File: config.mk
export PLATFORM = sky130hd
export DESIGN_NAME = decode_stage
export DESIGN_NICKNAME = d
export VERILOG_FILES = /design/src/rtl/decode_stage.sv
export SDC_FILE = /design/constraint.sdc
export NUM_CORES = 1
export LEC_CHECK = 0
export BUFFER_PORTS_ARGS = -buffer_cell sky130_fd_sc_hd__buf_2
export CAP_MARGIN = 20
export CORE_UTILIZATION = 40
export DETAILED_ROUTE_END_ITERATION = 7
export PLACE_DENSITY = 0.66
export SLEW_MARGIN = 20
export SYNTH_ARGS = -nofsm -noshare
export SYNTH_HDL_FRONTEND = slang
export SYNTH_SLANG_ARGS = --single-unit
File: constraint.sdc
create_clock -name clk -period 3.2 [get_ports clk]
set_clock_uncertainty 0.05 [all_clocks]
set_input_delay 0.64 -clock clk [delete_from_list [all_inputs] [get_ports clk]]
set_output_delay 0.64 -clock clk [all_outputs]
set_load 0.01 [all_outputs]
File: src/rtl/decode_stage.sv
// Registered RV32I(+M/E) decode stage with a valid/ready interface.
// A one-entry output register and a one-entry skid register hold up to two decoded bundles.
module decode_stage #(
    parameter int ENABLE_M = 0,
    parameter int RV32E    = 0,
    parameter int PC_WIDTH = 32
) (
    input  logic                clk,
    input  logic                rst_n,
    input  logic                flush,
    input  logic                in_valid,
    output logic                in_ready,
    input  logic [31:0]         in_inst,
    input  logic [PC_WIDTH-1:0] in_pc,
    output logic                out_valid,
    input  logic                out_ready,
    output logic [PC_WIDTH-1:0] out_pc,
    output logic                write_en,
    output logic [4:0]          write_addr,
    output logic [4:0]          read_addr1,
    output logic [4:0]          read_addr2,
    output logic [31:0]         immediate,
    output logic [2:0]          funct3,
    output logic [6:0]          funct7,
    output logic [4:0]          alu_opcode,
    output logic                alu_src2_from_imm,
    output logic                mem_read_en,
    output logic                mem_write_en,
    output logic                branch_inst,
    output logic                jal_inst,
    output logic                jalr_inst,
    output logic                auipc_inst,
    output logic                sys_inst,
    output logic                illegal_inst
);

    localparam logic [6:0] OPC_LOAD   = 7'b0000011;
    localparam logic [6:0] OPC_FENCE  = 7'b0001111;
    localparam logic [6:0] OPC_OP_IMM = 7'b0010011;
    localparam logic [6:0] OPC_AUIPC  = 7'b0010111;
    localparam logic [6:0] OPC_STORE  = 7'b0100011;
    localparam logic [6:0] OPC_OP     = 7'b0110011;
    localparam logic [6:0] OPC_LUI    = 7'b0110111;
    localparam logic [6:0] OPC_BRANCH = 7'b1100011;
    localparam logic [6:0] OPC_JALR   = 7'b1100111;
    localparam logic [6:0] OPC_JAL    = 7'b1101111;
    localparam logic [6:0] OPC_SYSTEM = 7'b1110011;

    localparam logic [6:0] F7_BASE = 7'b0000000;
    localparam logic [6:0] F7_ALT  = 7'b0100000;
    localparam logic [6:0] F7_MUL  = 7'b0000001;

    typedef struct packed {
        logic        write_en;
        logic [4:0]  write_addr;
        logic [4:0]  read_addr1;
        logic [4:0]  read_addr2;
        logic [31:0] immediate;
        logic [2:0]  funct3;
        logic [6:0]  funct7;
        logic [4:0]  alu_opcode;
        logic        alu_src2_from_imm;
        logic        mem_read_en;
        logic        mem_write_en;
        logic        branch_inst;
        logic        jal_inst;
        logic        jalr_inst;
        logic        auipc_inst;
        logic        sys_inst;
        logic        illegal_inst;
    } bundle_t;

    logic [6:0]  opcode;
    logic [2:0]  f3;
    logic [6:0]  f7;
    logic [31:0] imm_i;
    logic [31:0] imm_s;
    logic [31:0] imm_b;
    logic [31:0] imm_u;
    logic [31:0] imm_j;

    assign opcode = in_inst[6:0];
    assign f3     = in_inst[14:12];
    assign f7     = in_inst[31:25];
    assign imm_i  = {{20{in_inst[31]}}, in_inst[31:20]};
    assign imm_s  = {{20{in_inst[31]}}, in_inst[31:25], in_inst[11:7]};
    assign imm_b  = {{19{in_inst[31]}}, in_inst[31], in_inst[7], in_inst[30:25], in_inst[11:8], 1'b0};
    assign imm_u  = {in_inst[31:12], 12'b0};
    assign imm_j  = {{11{in_inst[31]}}, in_inst[31], in_inst[19:12], in_inst[20], in_inst[30:21], 1'b0};

    bundle_t dec;
    logic    bad;
    logic    uses_rd;
    logic    uses_rs1;
    logic    uses_rs2;

    always_comb begin
        dec            = '0;
        bad            = 1'b0;
        uses_rd        = 1'b0;
        uses_rs1       = 1'b0;
        uses_rs2       = 1'b0;
        dec.funct3     = f3;
        dec.funct7     = f7;
        dec.write_addr = in_inst[11:7];
        dec.read_addr1 = in_inst[19:15];
        dec.read_addr2 = in_inst[24:20];

        case (opcode)
            OPC_OP_IMM: begin
                dec.write_en          = 1'b1;
                dec.immediate         = imm_i;
                dec.alu_src2_from_imm = 1'b1;
                dec.alu_opcode        = (f3 == 3'b101) ? {1'b0, in_inst[30], f3} : {2'b00, f3};
                uses_rd               = 1'b1;
                uses_rs1              = 1'b1;
                if (f3 == 3'b001 && f7 != F7_BASE)
                    bad = 1'b1;
                if (f3 == 3'b101 && f7 != F7_BASE && f7 != F7_ALT)
                    bad = 1'b1;
            end
            OPC_OP: begin
                dec.write_en = 1'b1;
                uses_rd      = 1'b1;
                uses_rs1     = 1'b1;
                uses_rs2     = 1'b1;
                if (f7 == F7_MUL) begin
                    if (ENABLE_M != 0)
                        dec.alu_opcode = {2'b10, f3};
                    else
                        bad = 1'b1;
                end else if (f7 == F7_BASE || f7 == F7_ALT) begin
                    dec.alu_opcode = {1'b0, in_inst[30], f3};
                end else begin
                    bad = 1'b1;
                end
            end
            OPC_LOAD: begin
                dec.mem_read_en       = 1'b1;
                dec.write_en          = 1'b1;
                dec.immediate         = imm_i;
                dec.alu_src2_from_imm = 1'b1;
                uses_rd               = 1'b1;
                uses_rs1              = 1'b1;
                if (f3 == 3'b011 || f3 == 3'b110 || f3 == 3'b111)
                    bad = 1'b1;
            end
            OPC_STORE: begin
                dec.mem_write_en      = 1'b1;
                dec.immediate         = imm_s;
                dec.alu_src2_from_imm = 1'b1;
                uses_rs1              = 1'b1;
                uses_rs2              = 1'b1;
                if (f3[2] || f3 == 3'b011)
                    bad = 1'b1;
            end
            OPC_BRANCH: begin
                dec.branch_inst = 1'b1;
                dec.immediate   = imm_b;
                uses_rs1        = 1'b1;
                uses_rs2        = 1'b1;
                if (f3 == 3'b010 || f3 == 3'b011)
                    bad = 1'b1;
            end
            OPC_LUI: begin
                dec.write_en          = 1'b1;
                dec.immediate         = imm_u;
                dec.alu_src2_from_imm = 1'b1;
                dec.read_addr1        = 5'd0;
                uses_rd               = 1'b1;
            end
            OPC_AUIPC: begin
                dec.auipc_inst        = 1'b1;
                dec.write_en          = 1'b1;
                dec.immediate         = imm_u;
                dec.alu_src2_from_imm = 1'b1;
                uses_rd               = 1'b1;
            end
            OPC_JAL: begin
                dec.jal_inst  = 1'b1;
                dec.write_en  = 1'b1;
                dec.immediate = imm_j;
                uses_rd       = 1'b1;
            end
            OPC_JALR: begin
                dec.jalr_inst         = 1'b1;
                dec.write_en          = 1'b1;
                dec.immediate         = imm_i;
                dec.alu_src2_from_imm = 1'b1;
                uses_rd               = 1'b1;
                uses_rs1              = 1'b1;
                if (f3 != 3'b000)
                    bad = 1'b1;
            end
            OPC_FENCE: begin
                bad = 1'b0;
            end
            OPC_SYSTEM: begin
                // Only ECALL and EBREAK are supported; CSR ops are rejected.
                if (in_inst == 32'h0000_0073 || in_inst == 32'h0010_0073)
                    dec.sys_inst = 1'b1;
                else
                    bad = 1'b1;
            end
            default: begin
                bad = 1'b1;
            end
        endcase

        if (in_inst[1:0] != 2'b11)
            bad = 1'b1;

        if (RV32E != 0) begin
            if ((uses_rd && in_inst[11]) || (uses_rs1 && in_inst[19]) || (uses_rs2 && in_inst[24]))
                bad = 1'b1;
        end

        if (dec.write_addr == 5'd0)
            dec.write_en = 1'b0;

        if (bad) begin
            dec.write_en     = 1'b0;
            dec.mem_read_en  = 1'b0;
            dec.mem_write_en = 1'b0;
            dec.branch_inst  = 1'b0;
            dec.jal_inst     = 1'b0;
            dec.jalr_inst    = 1'b0;
            dec.auipc_inst   = 1'b0;
            dec.sys_inst     = 1'b0;
            dec.illegal_inst = 1'b1;
        end
    end

    // valid/ready: a beat moves when valid and ready are both high at a rising edge;
    // valid never waits on ready, and in_ready is a register equal to "skid empty".
    bundle_t               out_q;
    bundle_t               skid_q;
    logic [PC_WIDTH-1:0]   out_pc_q;
    logic [PC_WIDTH-1:0]   skid_pc_q;
    logic                  out_valid_q;
    logic                  skid_valid_q;
    logic                  in_ready_q;
    logic                  accept;

    assign accept = in_valid & in_ready_q;

    always_ff @(posedge clk or negedge rst_n) begin
        if (!rst_n) begin
            out_q        <= '0;
            skid_q       <= '0;
            out_pc_q     <= '0;
            skid_pc_q    <= '0;
            out_valid_q  <= 1'b0;
            skid_valid_q <= 1'b0;
            in_ready_q   <= 1'b1;
        end else if (flush) begin
            out_valid_q  <= 1'b0;
            skid_valid_q <= 1'b0;
            in_ready_q   <= 1'b1;
        end else if (!out_valid_q || out_ready) begin
            if (skid_valid_q) begin
                // in_ready was low, so nothing can be accepted alongside the skid refill.
                out_q        <= skid_q;
                out_pc_q     <= skid_pc_q;
                out_valid_q  <= 1'b1;
                skid_valid_q <= 1'b0;
                in_ready_q   <= 1'b1;
            end else if (accept) begin
                out_q       <= dec;
                out_pc_q    <= in_pc;
                out_valid_q <= 1'b1;
            end else begin
                out_valid_q <= 1'b0;
            end
        end else if (accept) begin
            skid_q       <= dec;
            skid_pc_q    <= in_pc;
            skid_valid_q <= 1'b1;
            in_ready_q   <= 1'b0;
        end
    end

    assign in_ready          = in_ready_q;
    assign out_valid         = out_valid_q;
    assign out_pc            = out_pc_q;
    assign write_en          = out_q.write_en;
    assign write_addr        = out_q.write_addr;
    assign read_addr1        = out_q.read_addr1;
    assign read_addr2        = out_q.read_addr2;
    assign immediate         = out_q.immediate;
    assign funct3            = out_q.funct3;
    assign funct7            = out_q.funct7;
    assign alu_opcode        = out_q.alu_opcode;
    assign alu_src2_from_imm = out_q.alu_src2_from_imm;
    assign mem_read_en       = out_q.mem_read_en;
    assign mem_write_en      = out_q.mem_write_en;
    assign branch_inst       = out_q.branch_inst;
    assign jal_inst          = out_q.jal_inst;
    assign jalr_inst         = out_q.jalr_inst;
    assign auipc_inst        = out_q.auipc_inst;
    assign sys_inst          = out_q.sys_inst;
    assign illegal_inst      = out_q.illegal_inst;

endmodule

* Yosys cells after proc, flatten, opt, wreduce, memory -nomap -nowiden
Cells that the tools add are included.
** Storage, ports and cells
- Bits in registers :: 211
- Latch bits :: 0
- Bits in writable memories :: 0
- Bits in read-only memories :: 0
- Input port bits :: 69
- Output and inout bits :: 106
- Memories :: 0
** Operators by class
- Add/subtract/negate cells :: 0
- Multiply operators :: 0
- Div/mod/pow operators :: 0
- Magnitude comparators :: 0
- Equal/unequal tests :: 24
- Shift operators :: 0
- Mux-type cells :: 45
- Bitwise logic cells :: 3
- Reduce and logical (&&, ||, !) cells :: 26
** Operators by type and width (count)
- $pmux W32 S5 :: 1
- $mux W72 :: 2
- $mux W32 :: 2
- $mux W1 :: 33
- $eq A32 B21 Y1 const B :: 1
- $eq A32 B7 Y1 const B :: 1
- $eq A7 B6 Y1 const B :: 4
- $eq A7 B7 Y1 const B :: 4
- $eq A7 B5 Y1 const B :: 2
- $mux W4 :: 3
- $pmux W5 S2 :: 1
- $eq A3 B3 Y1 const B :: 3
- $mux W8 :: 1
- $pmux W1 S8 :: 1
- $eq A7 B1 Y1 const B :: 1
- $eq A7 B2 Y1 const B :: 1
- $eq A7 B4 Y1 const B :: 1
- $logic_not A7 Y1 :: 1
- $logic_or A1 B1 Y1 :: 7
- $ne A7 B6 Y1 const B :: 1
- $reduce_bool A7 Y1 :: 1
- $reduce_or A7 Y1 :: 1
- $eq A3 B2 Y1 const B :: 2
- $reduce_and A3 Y1 :: 2
- 16 further kinds :: 21

* Longest topological paths before layout
- Word-level depth :: 9
- Depth in mapped cells :: 9
- Gate-level depth less buffers :: 6

* Least setup slack after synthesis
OpenSTA, ideal clock, no wires.
- Kind :: input to register
- Start :: in in_inst[31]
- End :: reg skid_q[0] (netlist bit)
- Setup time :: 125 ps
- Data arrival time :: 2217 ps
- Data required time :: 3025 ps
- Path slack :: 809 ps
- Stages on the path :: 8
- Cells stage by stage :: buf_6 nor4_4 nand2_2 nor4_2 nor2_1 or3_1 buf_6 mux2_2
** Between the ends
- Word-level cells in the longest chain between the ends :: 7
** RTL lines
- from (decl) :: line 13 : input logic [31:0] in_inst,
- $eq A7 B6 Y1 (tied with other cells) :: line 132 : end else if (f7 == F7_BASE || f7 == F7_ALT) begin
- $logic_or A1 B1 Y1 (tied with other cells) :: line 132
- $mux W1 (tied with other cells) :: line 132
- $mux W1, on equally long branches :: line 127, 119
- $pmux W1 S8 (*) :: line 109 : case (opcode)
- $mux W1 (*) :: line 210 : if (in_inst[1:0] != 2'b11)
- $mux W8 (*) :: line 221 : if (bad) begin
- to (signal assigned) :: line 250 : skid_q <= '0;
- to (signal assigned) :: line 276 : skid_q <= dec;
- to (decl) :: line 237 : bundle_t skid_q;
Mark *: on every way between the ends. The rest lies on a longest branch, timed or not.
A chain may end at the register's enable or synchronous reset.

* Final worst setup path
- Start :: reg in_ready_q, in the netlist in_ready
- End :: reg out_q (netlist bit immediate[13])
** Between the ends
- Word-level cells in the longest chain between the ends :: 3
** RTL lines
- from (decl) :: line 242 : logic in_ready_q;
- from (signal assigned) :: line 255 : in_ready_q <= 1'b1;
- from (signal assigned) :: line 259 : in_ready_q <= 1'b1;
- from (signal assigned) :: line 267 : in_ready_q <= 1'b1;
- $and A1 B1 Y1 :: line 245 : assign accept = in_valid & in_ready_q;
- $reduce_bool A2 Y1 (no line)
- $reduce_and A3 Y1 (no line)
- to (signal assigned) :: line 263 : out_q <= skid_q;
- to (decl) :: line 236 : bundle_t out_q;
No other way between the ends.

==> run metrics <==
Hold-fix buffers, CTS 0; CP Cell Sequence a21oi_1, nor2_1, and2_1, buf_4, mux2_2; FILL cells around 2100; Mapped Avg Cell Area roughly 10 µm²; Worst-Skew Late Latency 0.50 ns; htree depth 1; Post-Place Cell Area roughly 11000 µm²; initial antenna violation count 1; clock buffer count from CTS 24; gpl congestion 0.8996; RSZ-0062 raised after global routing false; CP max FO 19; Worst-Margin Slew approximately 0.97 ns; power per cell area 609.2 nW/µm²; DPL Wire Length 15250 µm; Tmin final ~2.3 ns; CTS tree done; critical path startpoint category register; critical path's slowest cell dfstp_2; ys flop type dfrtp_1; Mapped Cells between 800 and 900; core footprint 22780 µm²; status complete, no violations; via count 6970; crit-path leading delay family simple AND/OR/NAND/NOR gates; Final Non-Filler Cells 1374; syn nets 966; number of global-route vias before repair 6865; Max IR drop VDD about 0.42 mV; DRT antenna net count 0; Setup crit end kind register; IO Pins 175; Routed WL ~23000 µm; Final Cycle Share 72.44%; post-cts resize count 0; postcts setup bufs 0; first-pass GRT wire length 37450 µm; Fmax achieved 0.4314 GHz; Critical Path AT 2.65 ns; DRC errors left 0; drt first pass iters 4; grt total ovfl 0; hold slack just under 0.05 ns; Ys Warns 0; Placed Instances 1332; count of final setup violators 0; Iteration-0 DRC Markers 419; Die Ht 154.8 µm; flip-flop and latch count after synthesis between 200 and 250; Clk pin slew, worst setup/hold paths 0.06 ns; DIE WIDTH 154.8 µm; via-per-instance ratio 5.073; PortBufs 173; sequential fraction of the synthesis area 56.02%; Layout Nets roughly 1100; pin count of the biggest net entering global routing 151; fin. max-slew vios 0; die area between 20000 and 25000 µm²; GRT Total Usage 19.67%; Fin. Hold Viols 0; Mapped Area 9339 µm²; initial core utilization about two fifths; TNS Setup 0 ns; Leak Pwr 5.183 nW; share of cells above drive strength 1 29.08%; CTS Root Cell clkbuf_16; Layout Area Growth over Synthesis 21.32%; worst endpoint required time 3.53 ns; Setup Crit Path Kind reg2reg; post-layout util 49.74%; WP buf/inv 1; type of the worst min-delay path in2async; row count 55; max cap viols 0; ys async rst share between 90% and 100%; post-synth cell types 51; crit-path max cell delay 0.58 ns; WL/cell between 15 and 20 µm; Worst slew margin 35.10%; clock sinks 209; number of flops mapped to enable cells by yosys 0; CTS max path bufs 3; post-route cell area 11330 µm²
-- cells in the final DEF, fill, tap and decap left out, drive strengths merged, types with 5 or more instances in the layout --
cell,n
o31ai,6
nor2b,5
o21a,9
or3,5
nor3,7
mux2i,55
dfrtp,208
nor4,5
o21ai,135
a22oi,16
clkbuf,34
nand2,170
buf,191
o211ai,11
nor2,39
nand2b,5
mux2,68
and3,8
a21oi,38
-- cell type report --
cell class	count	area [µm²]	share of cell area, %
Clock buffer	34	699.4	6.173
Timing Repair Buffer	191	1074	9.475
Inverter	2	7.507	0.06626
Sequential cell	209	5235	46.21
Tap cell	313	391.6	3.457
Clock inverter	6	80.08	0.7068
Multi-Input combinational cell	617	3837	33.87
Antenna cell	2	5.005	0.04417
-- sequential cells by signal, summed over array words and instances, names as in the netlist, 4 cells and up --
name        flops
read_addr1      5
read_addr2      5
funct7          7
skid_pc_q      32
immediate      32
alu_opcode      4
write_addr      5
skid_q         71
out_pc         32
-- cells by family after synthesis --
family	after synthesis	share of synthesized area, %
DFF	209	56.02
other	1	0.04015
buffers and inverters	71	3.108
muxes	123	14.09
AOI/OAI and AO/OA	230	14.23
and+or+nand+nor	263	12.51
-- metrics by stage --
step / power (W) / setup slack, ns
after floorplan: 0.003785 / 0.8088
after global placement: 0.004194 / 0.4702
after detailed placement: 0.004242 / 0.4652
after CTS: 0.007003 / 0.8993
after global routing: 0.007231 / 0.7014
final: 0.006902 / 0.8820
-- routing by layer --
layer	vias up	track usage [%]	part of all wire [%]
met4	0	5.846	2.3
met5	-	0	0
li1	3435	-	-
met2	156	30.66	45
met3	42	3.755	4.8
met1	3337	27.82	47
-- worst reg2reg max path, delay by kind of cell (launching register included) --
| kind | cells | cell delay [ns] |
|---|---|---|
| simple gates | 2 | 0.72 |
| flops | 1 | 0.58 |
| mux | 1 | 0.37 |
| buf+inv | 1 | 0.36 |
| compound gates | 1 | 0.11 |
-- worst paths after layout --
kind                                  from             to  slack [ns]  depth (start not counted)
worst max-delay path              in_ready  immediate[13]        0.88                          5
worst min-delay path                 rst_n      skid_q[9]        0.05                          1
worst max register to register    in_ready  immediate[13]        0.88                          5
worst min register to register  out_pc[30]     out_pc[30]        0.42                          2
max in group asynchronous            rst_n   skid_pc_q[4]        2.16                          2
min in group clk                     flush      out_valid        0.30                          2
-- Yosys cell counts, drive strengths merged (9+ instances only) --
cell type / instances / area (µm²)
dfrtp: 208 / 5205
nand2: 170 / 640.6
o21ai: 135 / 675.7
mux2: 68 / 765.7
mux2i: 55 / 550.5
clkbuf: 54 / 202.7
nor2: 39 / 146.4
a21oi: 38 / 190.2
a22oi: 16 / 120.1
buf: 15 / 80.08
o211ai: 11 / 82.58
o21a: 9 / 67.56
-- report_power, final --
part           internal (W)  switching, W  leakage (nW)  total (W)
Clock               0.00167       0.00106         0.387    0.00273
Combinational      0.000434      0.000520          2.10   0.000954
Sequential          0.00303      0.000189          2.70    0.00322
Power figures use the tool's default switching activity.
